--- src/rtl/ctrl_pkg.sv ---
// Shared definitions for the pipelined main control: opcodes, ALUop and
// write-back select encodings, the control bundle and the per-cycle pipeline action.
package ctrl_pkg;

  localparam logic [6:0] OP_R      = 7'b0110011;
  localparam logic [6:0] OP_IMM    = 7'b0010011;
  localparam logic [6:0] OP_LOAD   = 7'b0000011;
  localparam logic [6:0] OP_STORE  = 7'b0100011;
  localparam logic [6:0] OP_BRANCH = 7'b1100011;
  localparam logic [6:0] OP_JAL    = 7'b1101111;
  localparam logic [6:0] OP_JALR   = 7'b1100111;
  localparam logic [6:0] OP_LUI    = 7'b0110111;

  localparam logic [1:0] ALUOP_ADD    = 2'b00;
  localparam logic [1:0] ALUOP_BRANCH = 2'b01;
  localparam logic [1:0] ALUOP_FUNCT  = 2'b10;
  localparam logic [1:0] ALUOP_IMM    = 2'b11;

  localparam logic [1:0] WB_SEL_ALU = 2'b00;
  localparam logic [1:0] WB_SEL_MEM = 2'b01;
  localparam logic [1:0] WB_SEL_PC4 = 2'b10;
  localparam logic [1:0] WB_SEL_IMM = 2'b11;

  typedef struct packed {
    logic       alusrc;
    logic       branch;
    logic       jump;
    logic [1:0] aluop;
    logic       mem_read;
    logic       mem_write;
    logic       regwrite;
    logic [1:0] memtoreg;
  } ctrl_t;

  localparam ctrl_t CTRL_BUBBLE = '0;

  // Freeze outranks flush, which outranks a load-use stall.
  typedef enum logic [1:0] {
    ActNormal,
    ActStall,
    ActFlush,
    ActFreeze
  } pipe_act_e;

  // Opcodes that are only legal when the extended decode is enabled.
  function automatic logic is_ext_op(input logic [6:0] op);
    return (op == OP_IMM) || (op == OP_JAL) || (op == OP_JALR) || (op == OP_LUI);
  endfunction

endpackage

--- src/rtl/ctrl_decode.sv ---
// Combinational opcode decode into the control bundle, plus source-register
// usage flags and the illegal-opcode indication.
module ctrl_decode
  import ctrl_pkg::*;
#(
  parameter int unsigned EN_EXT = 1
) (
  input  logic [6:0] i_opcode,
  input  logic       i_rd_zero,
  output ctrl_t      o_ctrl,
  output logic       o_uses_rs1,
  output logic       o_uses_rs2,
  output logic       o_illegal
);

  ctrl_t w_ctrl;
  logic  w_uses_rs1;
  logic  w_uses_rs2;
  logic  w_illegal;

  always_comb begin
    w_ctrl     = CTRL_BUBBLE;
    w_uses_rs1 = 1'b0;
    w_uses_rs2 = 1'b0;
    w_illegal  = 1'b0;
    case (i_opcode)
      OP_R: begin
        w_ctrl.regwrite = 1'b1;
        w_ctrl.aluop    = ALUOP_FUNCT;
        w_uses_rs1      = 1'b1;
        w_uses_rs2      = 1'b1;
      end
      OP_IMM: begin
        w_ctrl.alusrc   = 1'b1;
        w_ctrl.regwrite = 1'b1;
        w_ctrl.aluop    = ALUOP_IMM;
        w_uses_rs1      = 1'b1;
      end
      OP_LOAD: begin
        w_ctrl.alusrc   = 1'b1;
        w_ctrl.mem_read = 1'b1;
        w_ctrl.regwrite = 1'b1;
        w_ctrl.memtoreg = WB_SEL_MEM;
        w_ctrl.aluop    = ALUOP_ADD;
        w_uses_rs1      = 1'b1;
      end
      OP_STORE: begin
        w_ctrl.alusrc    = 1'b1;
        w_ctrl.mem_write = 1'b1;
        w_ctrl.aluop     = ALUOP_ADD;
        w_uses_rs1       = 1'b1;
        w_uses_rs2       = 1'b1;
      end
      OP_BRANCH: begin
        w_ctrl.branch = 1'b1;
        w_ctrl.aluop  = ALUOP_BRANCH;
        w_uses_rs1    = 1'b1;
        w_uses_rs2    = 1'b1;
      end
      OP_JAL: begin
        w_ctrl.jump     = 1'b1;
        w_ctrl.regwrite = 1'b1;
        w_ctrl.memtoreg = WB_SEL_PC4;
      end
      OP_JALR: begin
        w_ctrl.jump     = 1'b1;
        w_ctrl.alusrc   = 1'b1;
        w_ctrl.regwrite = 1'b1;
        w_ctrl.memtoreg = WB_SEL_PC4;
        w_ctrl.aluop    = ALUOP_ADD;
        w_uses_rs1      = 1'b1;
      end
      OP_LUI: begin
        w_ctrl.alusrc   = 1'b1;
        w_ctrl.regwrite = 1'b1;
        w_ctrl.memtoreg = WB_SEL_IMM;
      end
      default: w_illegal = 1'b1;
    endcase

    if ((EN_EXT == 0) && is_ext_op(i_opcode)) begin
      w_ctrl     = CTRL_BUBBLE;
      w_uses_rs1 = 1'b0;
      w_uses_rs2 = 1'b0;
      w_illegal  = 1'b1;
    end

    // x0 is never written; the instruction itself still flows as valid.
    if (i_rd_zero) begin
      w_ctrl.regwrite = 1'b0;
    end
  end

  assign o_ctrl     = w_ctrl;
  assign o_uses_rs1 = w_uses_rs1;
  assign o_uses_rs2 = w_uses_rs2;
  assign o_illegal  = w_illegal;

endmodule

--- src/rtl/pipe_ctrl_unit.sv ---
// Pipelined main control: decode, ID/EX, EX/MEM and MEM/WB control registers,
// load-use stall, redirect flush, memory freeze and saturating event counters.
module pipe_ctrl_unit
  import ctrl_pkg::*;
#(
  parameter int unsigned REG_ADDR_W = 5,
  parameter int unsigned ALUOP_W    = 2,
  parameter int unsigned CNT_W      = 16,
  parameter int unsigned EN_EXT     = 1
) (
  input  logic                  clk,
  input  logic                  rst_n,
  input  logic                  i_id_valid,
  input  logic [6:0]            i_id_opcode,
  input  logic [REG_ADDR_W-1:0] i_id_rs1,
  input  logic [REG_ADDR_W-1:0] i_id_rs2,
  input  logic [REG_ADDR_W-1:0] i_id_rd,
  input  logic                  i_ex_redirect,
  input  logic                  i_mem_busy,
  output logic                  o_pc_write,
  output logic                  o_ifid_write,
  output logic                  o_ifid_flush,
  output logic                  o_id_illegal,
  output logic                  o_ex_valid,
  output logic                  o_ex_alusrc,
  output logic                  o_ex_branch,
  output logic                  o_ex_jump,
  output logic [ALUOP_W-1:0]    o_ex_aluop,
  output logic [REG_ADDR_W-1:0] o_ex_rd,
  output logic                  o_mem_valid,
  output logic                  o_mem_read,
  output logic                  o_mem_write,
  output logic [REG_ADDR_W-1:0] o_mem_rd,
  output logic                  o_wb_valid,
  output logic                  o_wb_regwrite,
  output logic [1:0]            o_wb_memtoreg,
  output logic [REG_ADDR_W-1:0] o_wb_rd,
  output logic [CNT_W-1:0]      o_stall_cnt,
  output logic [CNT_W-1:0]      o_flush_cnt
);

  localparam logic [CNT_W-1:0] CNT_MAX = '1;

  ctrl_t     w_dec;
  logic      w_uses_rs1;
  logic      w_uses_rs2;
  logic      w_dec_illegal;
  logic      w_rd_zero;
  logic      w_load_use;
  pipe_act_e w_act;

  ctrl_t                 w_ex_ctrl_d;
  logic                  w_ex_valid_d;
  logic [REG_ADDR_W-1:0] w_ex_rd_d;

  // ID/EX
  logic                  r_ex_valid;
  ctrl_t                 r_ex_ctrl;
  logic [REG_ADDR_W-1:0] r_ex_rd;
  // EX/MEM
  logic                  r_mem_valid;
  logic                  r_mem_read;
  logic                  r_mem_write;
  logic                  r_mem_regwrite;
  logic [1:0]            r_mem_memtoreg;
  logic [REG_ADDR_W-1:0] r_mem_rd;
  // MEM/WB
  logic                  r_wb_valid;
  logic                  r_wb_regwrite;
  logic [1:0]            r_wb_memtoreg;
  logic [REG_ADDR_W-1:0] r_wb_rd;

  logic [CNT_W-1:0] r_stall_cnt;
  logic [CNT_W-1:0] r_flush_cnt;

  assign w_rd_zero = (i_id_rd == '0);

  ctrl_decode #(
    .EN_EXT (EN_EXT)
  ) u_decode (
    .i_opcode   (i_id_opcode),
    .i_rd_zero  (w_rd_zero),
    .o_ctrl     (w_dec),
    .o_uses_rs1 (w_uses_rs1),
    .o_uses_rs2 (w_uses_rs2),
    .o_illegal  (w_dec_illegal)
  );

  always_comb begin
    w_load_use = i_id_valid && r_ex_valid && r_ex_ctrl.mem_read && (r_ex_rd != '0) &&
                 ((w_uses_rs1 && (i_id_rs1 == r_ex_rd)) ||
                  (w_uses_rs2 && (i_id_rs2 == r_ex_rd)));
  end

  always_comb begin
    if (i_mem_busy) begin
      w_act = ActFreeze;
    end else if (i_ex_redirect) begin
      w_act = ActFlush;
    end else if (w_load_use) begin
      w_act = ActStall;
    end else begin
      w_act = ActNormal;
    end
  end

  // Stalls, flushes and illegal opcodes all insert an all-zero bubble.
  always_comb begin
    w_ex_valid_d = (w_act == ActNormal) && i_id_valid && !w_dec_illegal;
    w_ex_ctrl_d  = w_ex_valid_d ? w_dec : CTRL_BUBBLE;
    w_ex_rd_d    = w_ex_valid_d ? i_id_rd : '0;
  end

  assign o_pc_write   = (w_act == ActNormal) || (w_act == ActFlush);
  assign o_ifid_write = (w_act == ActNormal) || (w_act == ActFlush);
  assign o_ifid_flush = (w_act == ActFlush);
  assign o_id_illegal = i_id_valid && w_dec_illegal;

  always_ff @(posedge clk or negedge rst_n) begin
    if (!rst_n) begin
      r_ex_valid     <= 1'b0;
      r_ex_ctrl      <= CTRL_BUBBLE;
      r_ex_rd        <= '0;
      r_mem_valid    <= 1'b0;
      r_mem_read     <= 1'b0;
      r_mem_write    <= 1'b0;
      r_mem_regwrite <= 1'b0;
      r_mem_memtoreg <= '0;
      r_mem_rd       <= '0;
      r_wb_valid     <= 1'b0;
      r_wb_regwrite  <= 1'b0;
      r_wb_memtoreg  <= '0;
      r_wb_rd        <= '0;
    end else if (w_act != ActFreeze) begin
      r_ex_valid     <= w_ex_valid_d;
      r_ex_ctrl      <= w_ex_ctrl_d;
      r_ex_rd        <= w_ex_rd_d;
      r_mem_valid    <= r_ex_valid;
      r_mem_read     <= r_ex_ctrl.mem_read;
      r_mem_write    <= r_ex_ctrl.mem_write;
      r_mem_regwrite <= r_ex_ctrl.regwrite;
      r_mem_memtoreg <= r_ex_ctrl.memtoreg;
      r_mem_rd       <= r_ex_rd;
      r_wb_valid     <= r_mem_valid;
      r_wb_regwrite  <= r_mem_regwrite;
      r_wb_memtoreg  <= r_mem_memtoreg;
      r_wb_rd        <= r_mem_rd;
    end
  end

  always_ff @(posedge clk or negedge rst_n) begin
    if (!rst_n) begin
      r_stall_cnt <= '0;
      r_flush_cnt <= '0;
    end else begin
      if ((w_act == ActStall) && (r_stall_cnt != CNT_MAX)) begin
        r_stall_cnt <= r_stall_cnt + CNT_W'(1);
      end
      if ((w_act == ActFlush) && (r_flush_cnt != CNT_MAX)) begin
        r_flush_cnt <= r_flush_cnt + CNT_W'(1);
      end
    end
  end

  assign o_ex_valid    = r_ex_valid;
  assign o_ex_alusrc   = r_ex_ctrl.alusrc;
  assign o_ex_branch   = r_ex_ctrl.branch;
  assign o_ex_jump     = r_ex_ctrl.jump;
  assign o_ex_aluop    = ALUOP_W'(r_ex_ctrl.aluop);
  assign o_ex_rd       = r_ex_rd;
  assign o_mem_valid   = r_mem_valid;
  assign o_mem_read    = r_mem_read;
  assign o_mem_write   = r_mem_write;
  assign o_mem_rd      = r_mem_rd;
  assign o_wb_valid    = r_wb_valid;
  assign o_wb_regwrite = r_wb_regwrite;
  assign o_wb_memtoreg = r_wb_memtoreg;
  assign o_wb_rd       = r_wb_rd;
  assign o_stall_cnt   = r_stall_cnt;
  assign o_flush_cnt   = r_flush_cnt;

endmodule
--- config.mk ---
export PLATFORM = sky130hd
export DESIGN_NAME = pipe_ctrl_unit
export DESIGN_NICKNAME = d
export VERILOG_FILES = /design/src/rtl/ctrl_pkg.sv /design/src/rtl/ctrl_decode.sv /design/src/rtl/pipe_ctrl_unit.sv
export SDC_FILE = /design/constraint.sdc
export NUM_CORES = 1
export LEC_CHECK = 0
export ABC_CLOCK_PERIOD_IN_PS = 1800
export CORE_MARGIN = 2
export CORE_UTILIZATION = 43
export DETAILED_ROUTE_END_ITERATION = 16
export PLACE_DENSITY = 0.78
export REMOVE_ABC_BUFFERS = 1
export SLEW_MARGIN = 10
export SYNTH_ARGS = -nofsm -noshare
export SYNTH_HDL_FRONTEND = slang
export SYNTH_SLANG_ARGS = --single-unit
--- constraint.sdc ---
create_clock -name clk -period 1.8 [get_ports clk]
set_input_delay 0.36 -clock clk [delete_from_list [all_inputs] [get_ports clk]]
set_output_delay 0.36 -clock clk [all_outputs]
set_load 0.01 [all_outputs]
== Word level (Yosys, flattened, before mapping) ==
Index checks and enable logic that the tools add are counted.
Word-level totals
  register bits: 68
  bits in latches: 0
  RAM bits: 0
  memory bits (read-only): 0
  bits of input ports: 27
  output and inout port bits: 64
  memories: 0
Operators by class
  add/subtract/negate cells: 2
  multiply operators: 0
  divide/modulo/power cells: 0
  magnitude comparators: 0
  eq/ne operators: 15
  shifts and indexed selects: 0
  mux-type cells: 17
  bitwise operators: 0
  reduce and logical (&&, ||, !) cells: 22
Operators with widths (number)
  16-bit by 1-bit adder with 16-bit output (second input constant): 2
  16-bit != test (second input constant): 2
  7-bit by 6-bit == test with 1-bit output (second input constant): 3
  7-bit == test (second input constant): 3
  2-bit one-hot mux with 3 select lines: 2
  6-bit OR reduction: 2
  1-bit logical AND: 11
  1-bit two-way mux: 11
  5-bit == test: 2
  10-bit two-way mux: 1
  8-bit OR reduction: 1
  7-bit by 2-bit == test with 1-bit output (second input constant): 1
  7-bit by 5-bit == test with 1-bit output (second input constant): 1
  5-bit zero test: 1
  5-bit two-way mux: 1
  5-bit nonzero test: 1
  5-bit OR reduction: 1
  2-bit two-way mux: 2
  3-bit OR reduction: 1
  2-bit by 1-bit == test with 1-bit output (second input constant): 1
  2-bit == test (second input constant): 1
  2-bit zero test: 1
  1-bit logical OR: 2
  2-bit != test (second input constant): 1
  2-bit OR reduction: 1

== Longest topological paths before layout ==
  depth after elaboration: 13
  mapped depth: 9
  depth with buffers taken out: 7

== Hierarchy ==
Synthesis repeated with hierarchy kept, for this count alone.
Unflattened totals
  cell total of the unflattened synthesis: 283
  area total of the unflattened synthesis: 3357.0 um^2
By module, submodules not included
  pipe_ctrl_unit: instances 1, cells an instance 244, area each 3085.5 um^2
  ctrl_decode: instances 1, cells an instance 39, area each 271.5 um^2

== Least setup slack after synthesis ==
Ideal clock, no wire load.
  kind: input-to-reg
  from: input i_id_opcode[2]
  to: register r_stall_cnt[7] (netlist: o_stall_cnt[7])
  setup time: 0.127 ns
  arrival time: 1.691 ns
  required time: 1.673 ns
  slack: -0.018 ns
  stages: 9
  buffers on the path: 3
  cells stage by stage: buf_6 > and4bb_1 > nand4_1 > a2bb2oi_1 > and4bb_1 > buf_6 > buf_12 > nand3_1 > xnor2_1
Between the ends
  word-level cells in the longest chain between the ends: 11
Ends and longest elaborated chain
  from (decl): line pipe_ctrl_unit.sv:14  | input logic [6:0] i_id_opcode,
  7-bit by 6-bit == test with 1-bit output, or another cell as far along: line ctrl_decode.sv:26  | case (i_opcode)
  6-bit OR reduction (no line) or 3-bit OR reduction (tied branches)
  1-bit two-way mux: line ctrl_decode.sv:26
  1-bit logical AND (on tied branches): line pipe_ctrl_unit.sv:91, pipe_ctrl_unit.sv:92
  1-bit logical OR (*): line pipe_ctrl_unit.sv:91  | ((w_uses_rs1 && (i_id_rs1 == r_ex_rd)) ||
  1-bit logical AND (*): line pipe_ctrl_unit.sv:90  | w_load_use = i_id_valid && r_ex_valid && r_ex_ctrl.mem_read && (r_ex_rd != '0) &&
  1-bit two-way mux (*): line pipe_ctrl_unit.sv:100  | end else if (w_load_use) begin
  2-bit two-way mux (*): line pipe_ctrl_unit.sv:98  | end else if (i_ex_redirect) begin
  2-bit two-way mux (*): line pipe_ctrl_unit.sv:96  | if (i_mem_busy) begin
  2-bit by 1-bit == test with 1-bit output (*): line pipe_ctrl_unit.sv:156  | if ((w_act == ActStall) && (r_stall_cnt != CNT_MAX)) begin
  1-bit logical AND (*): line pipe_ctrl_unit.sv:156
  to (signal assigned): line pipe_ctrl_unit.sv:157  | r_stall_cnt <= r_stall_cnt + CNT_W'(1);
  to (decl): line pipe_ctrl_unit.sv:73  | logic [CNT_W-1:0] r_stall_cnt;
Mark *: on every way between the ends. The rest lies on a longest branch, timed or not.
A chain may end at the register's enable or synchronous reset.

== Final worst setup path ==
  from: register r_ex_rd[3] (netlist: o_ex_rd[3])
  to: register r_stall_cnt[14] (netlist: o_stall_cnt[14])
Between the ends
  word-level cells in the longest chain between the ends: 9
Ends and longest elaborated chain
  from (decl): line pipe_ctrl_unit.sv:59  | logic [REG_ADDR_W-1:0] r_ex_rd;
  from (signal assigned): line pipe_ctrl_unit.sv:137  | r_ex_rd <= w_ex_rd_d;
  5-bit == test (on tied branches): line pipe_ctrl_unit.sv:91, pipe_ctrl_unit.sv:92
  1-bit logical AND (on tied branches): line pipe_ctrl_unit.sv:91, pipe_ctrl_unit.sv:92
  1-bit logical OR: line pipe_ctrl_unit.sv:91
  1-bit logical AND (*): line pipe_ctrl_unit.sv:90
  1-bit two-way mux (*): line pipe_ctrl_unit.sv:100
  2-bit two-way mux (*): line pipe_ctrl_unit.sv:98
  2-bit two-way mux (*): line pipe_ctrl_unit.sv:96
  2-bit by 1-bit == test with 1-bit output (*): line pipe_ctrl_unit.sv:156
  1-bit logical AND (*): line pipe_ctrl_unit.sv:156
Marked as above.

==> impl_metrics.py <==
metrics = {
    "outcome": {
        "outcome": "complete, but fails checks",
        "failed_checks": "setup timing",
    },
    "detailed_routing": {
        "drcViolationCount": 0,
        "vias_per_cell": 5.24,
        "finalWirelength_um": 8430,
        "dr.pass1.iters": 4,
        "vias": 2883,
        "wire_per_inst_um": 15.3,
        "ant_nets": 0,
        "drt_iter0_drc": 93,
    },
    "global_route": {
        "use_met1_pct": 26.1,
        "grt_pass1_vias": 2942,
        "gr-total-overflow": 0,
        "grt_first_pass_wirelength_um": 13900,
        "busiest_layer": "met2",
        "grt.met3_usage_pct": 4.02,
        "grt_max_degree": 23,
        "antenna_found_initial": 0,
        "grt_use_met2_pct": 37.1,
        "grtUsageTotal_pct": 20.9,
    },
    "sta": {
        "slew_violations": 0,
        "fin_crit_ns": 2.00,
        "tightest_slew_ns": 0.497,
        "fmax_mhz": 501,
        "finClkSkew_ns": 0.00567,
        "worst_slack_ns": -0.196,
        "maxSlewHeadroom_pct": 66.9,
        "finalHoldViolations": 0,
        "setup_viol": 30,
        "period_share_pct": 111,
        "rsz0062_at_grt": "yes",
    },
    "floorplanning": {
        "dieWidth_um": 90.1,
        "start_util_pct": 44.2,
        "die_height_um": 90.1,
        "core_area_um2": 7210,
        "io_pins": 91,
        "fp-row-count": 31,
        "die_area_um2": 8120,
    },
    "cells_and_area": {
        "multi_input_area_um2": 1540,
        "final_common_cell": "buf_4",
        "final_util_pct": 69.5,
        "final_cell_count_no_fill": 550,
        "layout.nets": 475,
        "n_antenna_cell": 0,
        "design_area_um2": 5010,
        "layout_common_cells": "67 x buf_4, 65 x clkdlybuf4s50_1, 63 x dfrtp_1",
        "area_delta_synth_final_pct": 57.2,
        "drive_gt1_share_pct": 34.1,
        "num-fill-cells": 577,
        "regArea_um2": 1710,
    },
    "placed_design": {
        "gp_congestion": 0.844,
        "io_buffers": 90,
        "place_ws_ns": -0.910,
        "post-place-cells": 516,
        "dp_hpwl_um": 6000,
        "post_dp_cell_area_um2": 4550,
    },
    "worst_setup_path": {
        "crit_fanout": 7,
        "worstPathRequired_ns": 2.02,
        "reg2regPathDepth": 9,
        "start_kind": "flip-flop",
        "worstSetupPathType": "reg2reg",
        "cp.arrival_ns": 2.21,
        "worst_setup_path_end_kind": "flip-flop",
    },
    "clock_tree": {
        "cts-root-buf": "clkbuf_8",
        "clockBufferDepth": 2,
        "htree_levels": 3,
        "clkTransAtPathRegs_ns": 0.08,
        "cts_buffers": 9,
        "clkSinkCount": 68,
        "cts_tree": "yes",
        "insertion_delay_ns": 0.33,
    },
    "run": {
        "drv_cap": 0,
    },
    "power_and_ir_drop": {
        "cellPowerDensity_nw_per_um2": 686,
        "ir_drop_uv": 382,
        "power.leakage_nw": 2.33,
    },
    "worst_hold_path": {
        "hold_path.class": "in2reg",
        "hold_depth": 2,
    },
    "synthesis": {
        "synthArstFlopShare_pct": 100,
        "synth_ff_type": "dfrtp_1",
        "yosys_warnings": 0,
        "synth_seq_cells": 68,
        "synth_cell_types": 42,
        "synthCells": 284,
        "synth-edff-count": 0,
        "syn-cell-area_um2": 3190,
        "syn_avg_cell_area_um2": 11.2,
        "synth_seq_area_share_pct": 53.4,
    },
}
==> cells in the mapped netlist, types with 2 or more instances <==
library cell / count / area, µm²
nor3_1: 10 / 50.1
a32o_1: 10 / 100
o21ai_0: 6 / 30.0
buf_2: 2 / 10.0
nand3b_1: 2 / 15.0
nor4_1: 3 / 18.8
ha_1: 2 / 25.0
and3_1: 5 / 31.3
buf_4: 3 / 22.5
nand2b_1: 5 / 31.3
nand2_1: 27 / 101
clkbuf_1: 4 / 15.0
and4bb_1: 2 / 25.0
a21oi_1: 3 / 15.0
buf_1: 2 / 7.51
nor2b_1: 2 / 12.5
and2_1: 2 / 12.5
nand4_1: 11 / 68.8
dfrtp_1: 68 / 1700
nand3_1: 13 / 65.1
buf_6: 2 / 22.5
mux2_2: 21 / 236
xor2_1: 11 / 96.3
and4_1: 2 / 17.5
nor2_1: 19 / 71.3
xnor2_1: 26 / 228
o21a_1: 2 / 15.0
inv_1: 5 / 18.8
==> sequential cells by signal, summed over array words and instances (netlist names), 2 cells and up <==
signal,flops
o_ex_rd,5
r_ex_ctrl,5
o_stall_cnt,16
o_flush_cnt,16
r_mem_memtoreg,2
o_ex_aluop,2
o_wb_rd,5
o_mem_rd,5
o_wb_memtoreg,2
==> metal layers <==
layer / part of all wire [%] / up-vias
li1: - / 1341
met1: 41 / 1443
met2: 53 / 93
met3: 5.2 / 6
met4: 0.71 / 0
met5: 0 / -
==> layout make-up <==
| class | count | share of cell area (%) |
|---|---|---|
| Inverter | 5 | 0.374 |
| Sequential cell | 68 | 34.1 |
| Multi-Input combinational cell | 197 | 30.6 |
| Clock buffer | 12 | 2.90 |
| Timing Repair Buffer | 165 | 29.1 |
| Tap cell | 99 | 2.47 |
| Clock inverter | 4 | 0.499 |
==> through the flow <==
| stage | power (mW) | hold slack, ns | setup TNS, ns |
|---|---|---|---|
| after global routing | 3.60 | 0.417 | -6.99 |
| after global placement | 2.32 | 0.343 | -22.26 |
| after detailed placement | 2.34 | 0.347 | -24.75 |
| final | 3.44 | 0.406 | -4.12 |
| after floorplan | 1.92 | 0.0644 | -0.503 |
| after CTS | 3.45 | 0.384 | -3.73 |
==> cells by family (layout without fill, tap and decap cells) <==
logic type | count (synthesis) | after routing | synth area share [%]
flops | 68 | 68 | 53.4
buf+inv | 19 | 186 | 3.65
fa+ha+maj | 2 | 2 | 0.784
compound gates | 30 | 30 | 7.38
mux | 21 | 21 | 7.41
simple gates | 107 | 107 | 17.3
xor+xnor | 37 | 37 | 10.2
==> critical path, cell delays in order (launching register included) <==
cell,delay [ns]
dfrtp_2,0.46
xnor2_2,0.14
nand4_1,0.15
a2bb2oi_2,0.20
buf_4,0.13
and4bb_2,0.33
buf_12,0.13
buf_8,0.13
nand3_2,0.08
xnor2_1,0.13
==> where the power goes <==
part | total, mW | leakage, nW | switching, mW | internal, mW
registers | 1.69 | 0.922 | 0.0779 | 1.61
logic | 0.655 | 1.32 | 0.284 | 0.372
clock network | 1.10 | 0.0824 | 0.565 | 0.534
==> what timing repair did <==
action,in CTS,in global routing
setup buffers,14,3
endpoints found under the hold margin,18,0
hold buffers,1,0
resized for setup,74,19
pin swaps,30,13
setup endpoints to repair,41,41
==> final timing paths <==
path / start / endpoint / slack, ns
worst min register to register: o_stall_cnt[9] / o_stall_cnt[9] / 0.48
worst max-delay path: o_ex_rd[3] / o_stall_cnt[14] / -0.20
worst max register to register: o_ex_rd[3] / o_stall_cnt[14] / -0.20
min in group asynchronous: rst_n / o_mem_rd[1] / 0.53
worst min-delay path: i_id_opcode[4] / r_ex_ctrl[4] / 0.41
max in group asynchronous: rst_n / o_ex_rd[0] / 0.65
Power figures use the tool's default switching activity.
